==> config.mk <==
export PLATFORM = sky130hd
export DESIGN_NAME = mips_multicycle_ctrl
export DESIGN_NICKNAME = d
export VERILOG_FILES = /design/src/rtl/mips_ctrl_pkg.sv /design/src/rtl/mips_multicycle_ctrl_mem_wait_timer.sv /design/src/rtl/mips_multicycle_ctrl.sv
export SDC_FILE = /design/constraint.sdc
export NUM_CORES = 1
export LEC_CHECK = 0
export CORE_ASPECT_RATIO = 0.6
export CORE_MARGIN = 4
export CORE_UTILIZATION = 40
export CTS_CLUSTER_SIZE = 10
export DETAILED_ROUTE_END_ITERATION = 12
export PLACE_DENSITY = 0.8
export SYNTH_ARGS = -nofsm -noshare
export SYNTH_HDL_FRONTEND = slang
export SYNTH_SLANG_ARGS = --single-unit
export TNS_END_PERCENT = 1
==> constraint.sdc <==
create_clock -name clk -period 1.9 [get_ports clk]
set_clock_uncertainty 0.2 [all_clocks]
set_input_delay 0.38 -clock clk [delete_from_list [all_inputs] [get_ports clk]]
set_output_delay 0.38 -clock clk [all_outputs]
set_load 0.005 [all_outputs]
==> src/rtl/mips_ctrl_pkg.sv <==
// Shared types and encodings for the multicycle MIPS control unit.
// Contents: state_t (4-bit FSM state), opcode constants, ALU class,
// PC source and ALU operand-B select encodings, and a helper that flags
// the states which wait on the memory handshake.
package mips_ctrl_pkg;

  typedef enum logic [3:0] {
    FETCH   = 4'd0,
    DECODE  = 4'd1,
    MEMADR  = 4'd2,
    MEMRD   = 4'd3,
    MEMWB   = 4'd4,
    MEMWR   = 4'd5,
    RTYPEEX = 4'd6,
    ALUWB   = 4'd7,
    BEQEX   = 4'd8,
    ADDIEX  = 4'd9,
    ADDIWB  = 4'd10,
    JEX     = 4'd11,
    BNEEX   = 4'd12,
    TRAP    = 4'd13
  } state_t;

  localparam logic [5:0] OP_RTYPE = 6'b000000;
  localparam logic [5:0] OP_LW    = 6'b100011;
  localparam logic [5:0] OP_SW    = 6'b101011;
  localparam logic [5:0] OP_BEQ   = 6'b000100;
  localparam logic [5:0] OP_ADDI  = 6'b001000;
  localparam logic [5:0] OP_J     = 6'b000010;
  localparam logic [5:0] OP_BNE   = 6'b000101;

  // ALU decoder class
  localparam logic [1:0] ALU_ADD   = 2'b00;
  localparam logic [1:0] ALU_SUB   = 2'b01;
  localparam logic [1:0] ALU_FUNCT = 2'b10;

  // PC source: ALU result, registered ALU result (branch target), jump target
  localparam logic [1:0] PC_ALU    = 2'b00;
  localparam logic [1:0] PC_ALUOUT = 2'b01;
  localparam logic [1:0] PC_JUMP   = 2'b10;

  // ALU operand B: register, constant 4, sign-extended imm, shifted imm
  localparam logic [1:0] SRCB_REG    = 2'b00;
  localparam logic [1:0] SRCB_FOUR   = 2'b01;
  localparam logic [1:0] SRCB_IMM    = 2'b10;
  localparam logic [1:0] SRCB_IMM_SH = 2'b11;

  function automatic logic is_wait_state(input state_t s);
    return (s == FETCH) || (s == MEMRD) || (s == MEMWR);
  endfunction

endpackage

==> src/rtl/mips_multicycle_ctrl_mem_wait_timer.sv <==
// mem_wait_timer: counts consecutive not-ready cycles spent in one memory
// state and flags when the tolerated budget is exhausted.
// Ports:
//   clk, rst_n : clock, async active-low reset
//   clear      : owning FSM changes state this cycle
//   stall      : in a memory-wait state with mem_ready low
//   timeout    : stall seen with MAX_WAIT stalls already counted
module mem_wait_timer #(
  parameter int MAX_WAIT = 15,
  parameter int CNT_W    = $clog2(MAX_WAIT + 1)
) (
  input  logic clk,
  input  logic rst_n,
  input  logic clear,
  input  logic stall,
  output logic timeout
);

  logic [CNT_W-1:0] cnt;

  always_ff @(posedge clk or negedge rst_n) begin
    if (!rst_n) begin
      cnt <= '0;
    end else if (clear) begin
      cnt <= '0;
    end else if (stall) begin
      cnt <= cnt + CNT_W'(1);
    end
  end

  // cnt never passes MAX_WAIT: reaching it with a stall forces a state
  // change, which clears the counter.
  assign timeout = stall && (cnt == CNT_W'(MAX_WAIT));

endmodule

==> src/rtl/mips_multicycle_ctrl.sv <==
// mips_multicycle_ctrl: Moore-style sequencer for the multicycle MIPS
// datapath. One memory port and one ALU are shared across cycles; memory
// states wait on mem_ready with a bounded stall budget.
// Optional feature macro: MC_CTRL_BNE_EN (adds bne via BNEEX state).
// Ports:
//   clk, rst_n          : clock, async active-low reset
//   op_code             : IR[31:26], valid from DECODE onward
//   mem_ready           : memory completes current access this cycle
//   mem_req             : memory access in progress
//   mem_write, ir_write, pc_write, reg_write : write strobes
//   branch, branch_ne   : conditional PC-write qualifiers
//   i_or_d, alu_src_a, reg_dst, mem_to_reg   : datapath mux selects
//   alu_src_b, pc_src, alu_op                : 2-bit selects / ALU class
//   illegal_op, mem_timeout                  : sticky error flags
//   state               : current FSM state (debug)
//
// state   | meaning
// FETCH   | read instruction, PC+4; waits on mem_ready
// DECODE  | register read, branch target precompute
// MEMADR  | effective address for lw/sw
// MEMRD   | data read; waits on mem_ready
// MEMWB   | load result to register file
// MEMWR   | data write; waits on mem_ready
// RTYPEEX | R-type ALU operation
// ALUWB   | R-type result to rd
// BEQEX   | compare, branch if equal
// ADDIEX  | rs + imm
// ADDIWB  | addi result to rt
// JEX     | jump
// BNEEX   | compare, branch if not equal (optional)
// TRAP    | illegal opcode or memory timeout; left only by reset
module mips_multicycle_ctrl import mips_ctrl_pkg::*; #(
  parameter int OP_W     = 6,
  parameter int MAX_WAIT = 15,
  parameter int CNT_W    = $clog2(MAX_WAIT + 1)
) (
  input  logic            clk,
  input  logic            rst_n,
  input  logic [OP_W-1:0] op_code,
  input  logic            mem_ready,
  output logic            mem_req,
  output logic            mem_write,
  output logic            ir_write,
  output logic            pc_write,
  output logic            reg_write,
  output logic            branch,
  output logic            branch_ne,
  output logic            i_or_d,
  output logic            alu_src_a,
  output logic            reg_dst,
  output logic            mem_to_reg,
  output logic [1:0]      alu_src_b,
  output logic [1:0]      pc_src,
  output logic [1:0]      alu_op,
  output logic            illegal_op,
  output logic            mem_timeout,
  output logic [3:0]      state
);

  state_t state_q, state_d;
  logic   ready;
  logic   stall;
  logic   timeout;
  logic   set_illegal;
  logic   illegal_q;
  logic   timeout_q;

  // Masking ready with rst_n keeps ir_write/pc_write low while reset is
  // held, even though the state register already reads FETCH.
  assign ready = mem_ready & rst_n;
  assign stall = is_wait_state(state_q) & ~ready;

  mem_wait_timer #(
    .MAX_WAIT (MAX_WAIT),
    .CNT_W    (CNT_W)
  ) u_wait (
    .clk     (clk),
    .rst_n   (rst_n),
    .clear   (state_d != state_q),
    .stall   (stall),
    .timeout (timeout)
  );

  always_ff @(posedge clk or negedge rst_n) begin
    if (!rst_n) begin
      state_q   <= FETCH;
      illegal_q <= 1'b0;
      timeout_q <= 1'b0;
    end else begin
      state_q   <= state_d;
      illegal_q <= illegal_q | set_illegal;
      timeout_q <= timeout_q | timeout;
    end
  end

  always_comb begin
    state_d     = state_q;
    set_illegal = 1'b0;
    mem_req     = 1'b0;
    mem_write   = 1'b0;
    ir_write    = 1'b0;
    pc_write    = 1'b0;
    reg_write   = 1'b0;
    branch      = 1'b0;
    branch_ne   = 1'b0;
    i_or_d      = 1'b0;
    alu_src_a   = 1'b0;
    reg_dst     = 1'b0;
    mem_to_reg  = 1'b0;
    alu_src_b   = SRCB_REG;
    pc_src      = PC_ALU;
    alu_op      = ALU_ADD;

    case (state_q)
      FETCH: begin
        mem_req   = 1'b1;
        alu_src_b = SRCB_FOUR;
        if (ready) begin
          ir_write = 1'b1;
          pc_write = 1'b1;
          state_d  = DECODE;
        end else if (timeout) begin
          state_d = TRAP;
        end
      end
      DECODE: begin
        alu_src_b = SRCB_IMM_SH;
        if (op_code == OP_W'(OP_RTYPE)) begin
          state_d = RTYPEEX;
        end else if ((op_code == OP_W'(OP_LW)) || (op_code == OP_W'(OP_SW))) begin
          state_d = MEMADR;
        end else if (op_code == OP_W'(OP_BEQ)) begin
          state_d = BEQEX;
        end else if (op_code == OP_W'(OP_ADDI)) begin
          state_d = ADDIEX;
        end else if (op_code == OP_W'(OP_J)) begin
          state_d = JEX;
`ifdef MC_CTRL_BNE_EN
        end else if (op_code == OP_W'(OP_BNE)) begin
          state_d = BNEEX;
`endif
        end else begin
          set_illegal = 1'b1;
          state_d     = TRAP;
        end
      end
      MEMADR: begin
        alu_src_a = 1'b1;
        alu_src_b = SRCB_IMM;
        state_d   = (op_code == OP_W'(OP_SW)) ? MEMWR : MEMRD;
      end
      MEMRD: begin
        mem_req = 1'b1;
        i_or_d  = 1'b1;
        if (ready) begin
          state_d = MEMWB;
        end else if (timeout) begin
          state_d = TRAP;
        end
      end
      MEMWB: begin
        reg_write  = 1'b1;
        mem_to_reg = 1'b1;
        state_d    = FETCH;
      end
      MEMWR: begin
        mem_req   = 1'b1;
        i_or_d    = 1'b1;
        mem_write = 1'b1;
        if (ready) begin
          state_d = FETCH;
        end else if (timeout) begin
          state_d = TRAP;
        end
      end
      RTYPEEX: begin
        alu_src_a = 1'b1;
        alu_op    = ALU_FUNCT;
        state_d   = ALUWB;
      end
      ALUWB: begin
        reg_dst   = 1'b1;
        reg_write = 1'b1;
        state_d   = FETCH;
      end
      BEQEX: begin
        alu_src_a = 1'b1;
        alu_op    = ALU_SUB;
        pc_src    = PC_ALUOUT;
        branch    = 1'b1;
        state_d   = FETCH;
      end
      ADDIEX: begin
        alu_src_a = 1'b1;
        alu_src_b = SRCB_IMM;
        state_d   = ADDIWB;
      end
      ADDIWB: begin
        reg_write = 1'b1;
        state_d   = FETCH;
      end
      JEX: begin
        pc_src   = PC_JUMP;
        pc_write = 1'b1;
        state_d  = FETCH;
      end
`ifdef MC_CTRL_BNE_EN
      BNEEX: begin
        alu_src_a = 1'b1;
        alu_op    = ALU_SUB;
        pc_src    = PC_ALUOUT;
        branch_ne = 1'b1;
        state_d   = FETCH;
      end
`endif
      TRAP: begin
        state_d = TRAP;
      end
      default: begin
        state_d = TRAP;
      end
    endcase
  end

  assign illegal_op  = illegal_q;
  assign mem_timeout = timeout_q;
  assign state       = state_q;

endmodule

==> flow_summary.toml <==
[placement]
placed_area_um2 = 1580
dp_hpwl_um = 2610
gp_congestion = 0.860
port_buffers = 30

[critical_path]
end_kind = "primary output"
path_max_fanout = 12
arrival_ps = 1450
worstRegToRegCells = 8
r2r-start = "state[2]"
crit_required_ps = 1320
rrSetupSlack_ps = -100
start_kind = "flop"
r2r-end = "u_wait.cnt[1]"
crit_type = "reg -> out"

[drt]
vias = 1324
drtIter0Drc = 52
wl_met1_um = 1580
firstDrtPassIters = 4
routed.top_layer = "met4"
wl_per_cell_um = 16.8
drc = 0
wl_um = 3890
ant_nets = 0
vias_per_cell = 5.73
wl_met2_um = 1970
wl_met3_um = 254

[synthesis]
synthFlopType = "dfrtp_1"
syn_inst = 128
syn_area_per_cell_um2 = 7.89
yosysUniqueCellTypes = 43
synth_area_leaders = "dfrtp_1 (25%), nor3_1 (5.0%), nor4b_4 (4.7%)"
seq_area_frac_synth_pct = 24.8
synthArstFlopShare_pct = 100
synth_area_um2 = 1010
ys_warn_count = 0
yosys.area.top_type = "dfrtp_1"
synth_enable_flop_cells = 0
synth-seq-cells = 10
synth_top_area_share_pct = 24.8
synth_nets = 138

[finish]
design_area_um2 = 1810
area.growth.synth_to_final_pct = 79.4
post-route-util_pct = 79.6
final_nets = 212
insertedDiodeCount = 0
final_common_cell = "buf_4"
drive_gt1_share_pct = 49.3
final_cell_mix = "buf_4 (38), buf_6 (11), nand2_1 (10), nor2_1 (9), dlygate4sd2_1 (9)"

[timing]
rsz0062_at_grt = "yes"
fmax_mhz = 493
timing.final.hold_violations = 0
final.min_clock_period_ps = 2030
tns_ps = -855
hold_ws_ps = 10.2
fin_crit_sh_pct = 107
worst_slack_ps = -128
setup_viol = 12
drv_slew = 0

[cts]
cts_sinks = 10
cts_tree = "built"
cts_buffers = 3
ctsHtreeMaxLevel = 1
clock_latency_ps = 240
cts_hold_buffers = 0
clock-root-buffer = "clkbuf_8"
max-clock-path-buffers = 2
clk_pin_slew_ps = 50

[global_route]
grt_max_degree = 17
grt-ovfl-total = 0
antenna_found_initial = 0
grt_use_total_pct = 23.2
grt_pass1_wl_um = 5960
grt_pass1_vias = 1278

[power]
p_leak_uw = 0.000847
ir_drop_v = 0.000941
p_per_area_nw_per_um2 = 1390

[floorplanning]
core_area_um2 = 2280
die_x_um = 72.9
ios = 32
dieArea_um2 = 3420
rows = 13
die_h_um = 46.9
initial_utilization_pct = 44.3

[flow_run]
cap_viol_max_count = 0

[hold_path]
hold_class = "in -> async"

[outcome]
violations = "negative setup slack"
status = "finished, violations left"
worst max-delay path, cell delays in order, from the launching register on:
cell and delay (ps):
dfrtp_2 430, buf_6 180, nand2_2 80, buf_4 140
nor2_2 110, dlygate4sd2_1 260
registers in the layout, indices dropped and copies added, names as in the netlist:
signal and count:
state 4, u_wait.cnt 4, illegal_op 1, mem_timeout 1
final cells by class:
| class | count | area [um2] |
|---|---|---|
| Inverter | 3 | 11.3 |
| Fill cell | 162 | 465 |
| Tap cell | 30 | 37.5 |
| Clock buffer | 4 | 55.1 |
| Sequential cell | 10 | 254 |
| Timing Repair Buffer | 79 | 643 |
| Multi-Input combinational cell | 105 | 811 |
logic make-up after synthesis:
logic type,after synthesis,synth area share (%)
fa+ha+maj,2,2.23
simple gates,65,36.9
buf+inv,13,8.18
xor+xnor,5,4.34
flops,10,24.8
mux,1,0.991
compound gates,31,22.2
other cells,1,0.371
stage by stage:
step / power, uW / setup WS (ps) / std cells
after global placement: 1830 / -558 / 219
final: 2530 / -128 / 231
after detailed placement: 1880 / -615 / 219
after floorplan: 1110 / 43.9 / 128
after global routing: 2680 / -178 / 231
after CTS: 2310 / -175 / 229
how the worst max path moves through the flow:
stage / startpoint / endpoint / cells past startpoint / slack (ps)
finish: state[0] / reg_dst / 5 / -130
global route: state[0] / reg_dst / 5 / -180
detailed placement: mem_ready / pc_write / 6 / -610
CTS: state[2] / mem_req / 6 / -170
floorplan: state[1] / pc_write / 4 / 40
global placement: rst_n / pc_write / 6 / -560
cell usage after synthesis (all sizes together), types with 3 or more instances:
cell type and number:
dfrtp 10, o211ai 5, and3 3, nand2 11, xor2 3, clkbuf 3, buf 7, and2 3
inv 3, nor3 10, a21oi 6, nor2b 3, nor2 13, nand3 5, o21ai 10, nand2b 6
layer usage:
layer  vias up  track usage (%)
met5         -                0
met4         0             6.25
met3        12             5.56
met2        52             43.7
met1       653             27.1
li1        607                -
timing repair:
| item | CTS | global route |
|---|---|---|
| pin swaps | 6 | 11 |
| cloned | 1 | 0 |
| setup buffers | 5 | 2 |
| gates resized for setup | 71 | 27 |
| endpoints found under the setup margin | 23 | 24 |
power breakdown:
part           internal [uW]  switching (uW)
Sequential               271            86.0
Clock                    183            90.1
Combinational            995             902
No activity file was read; power rests on OpenSTA's default activity.
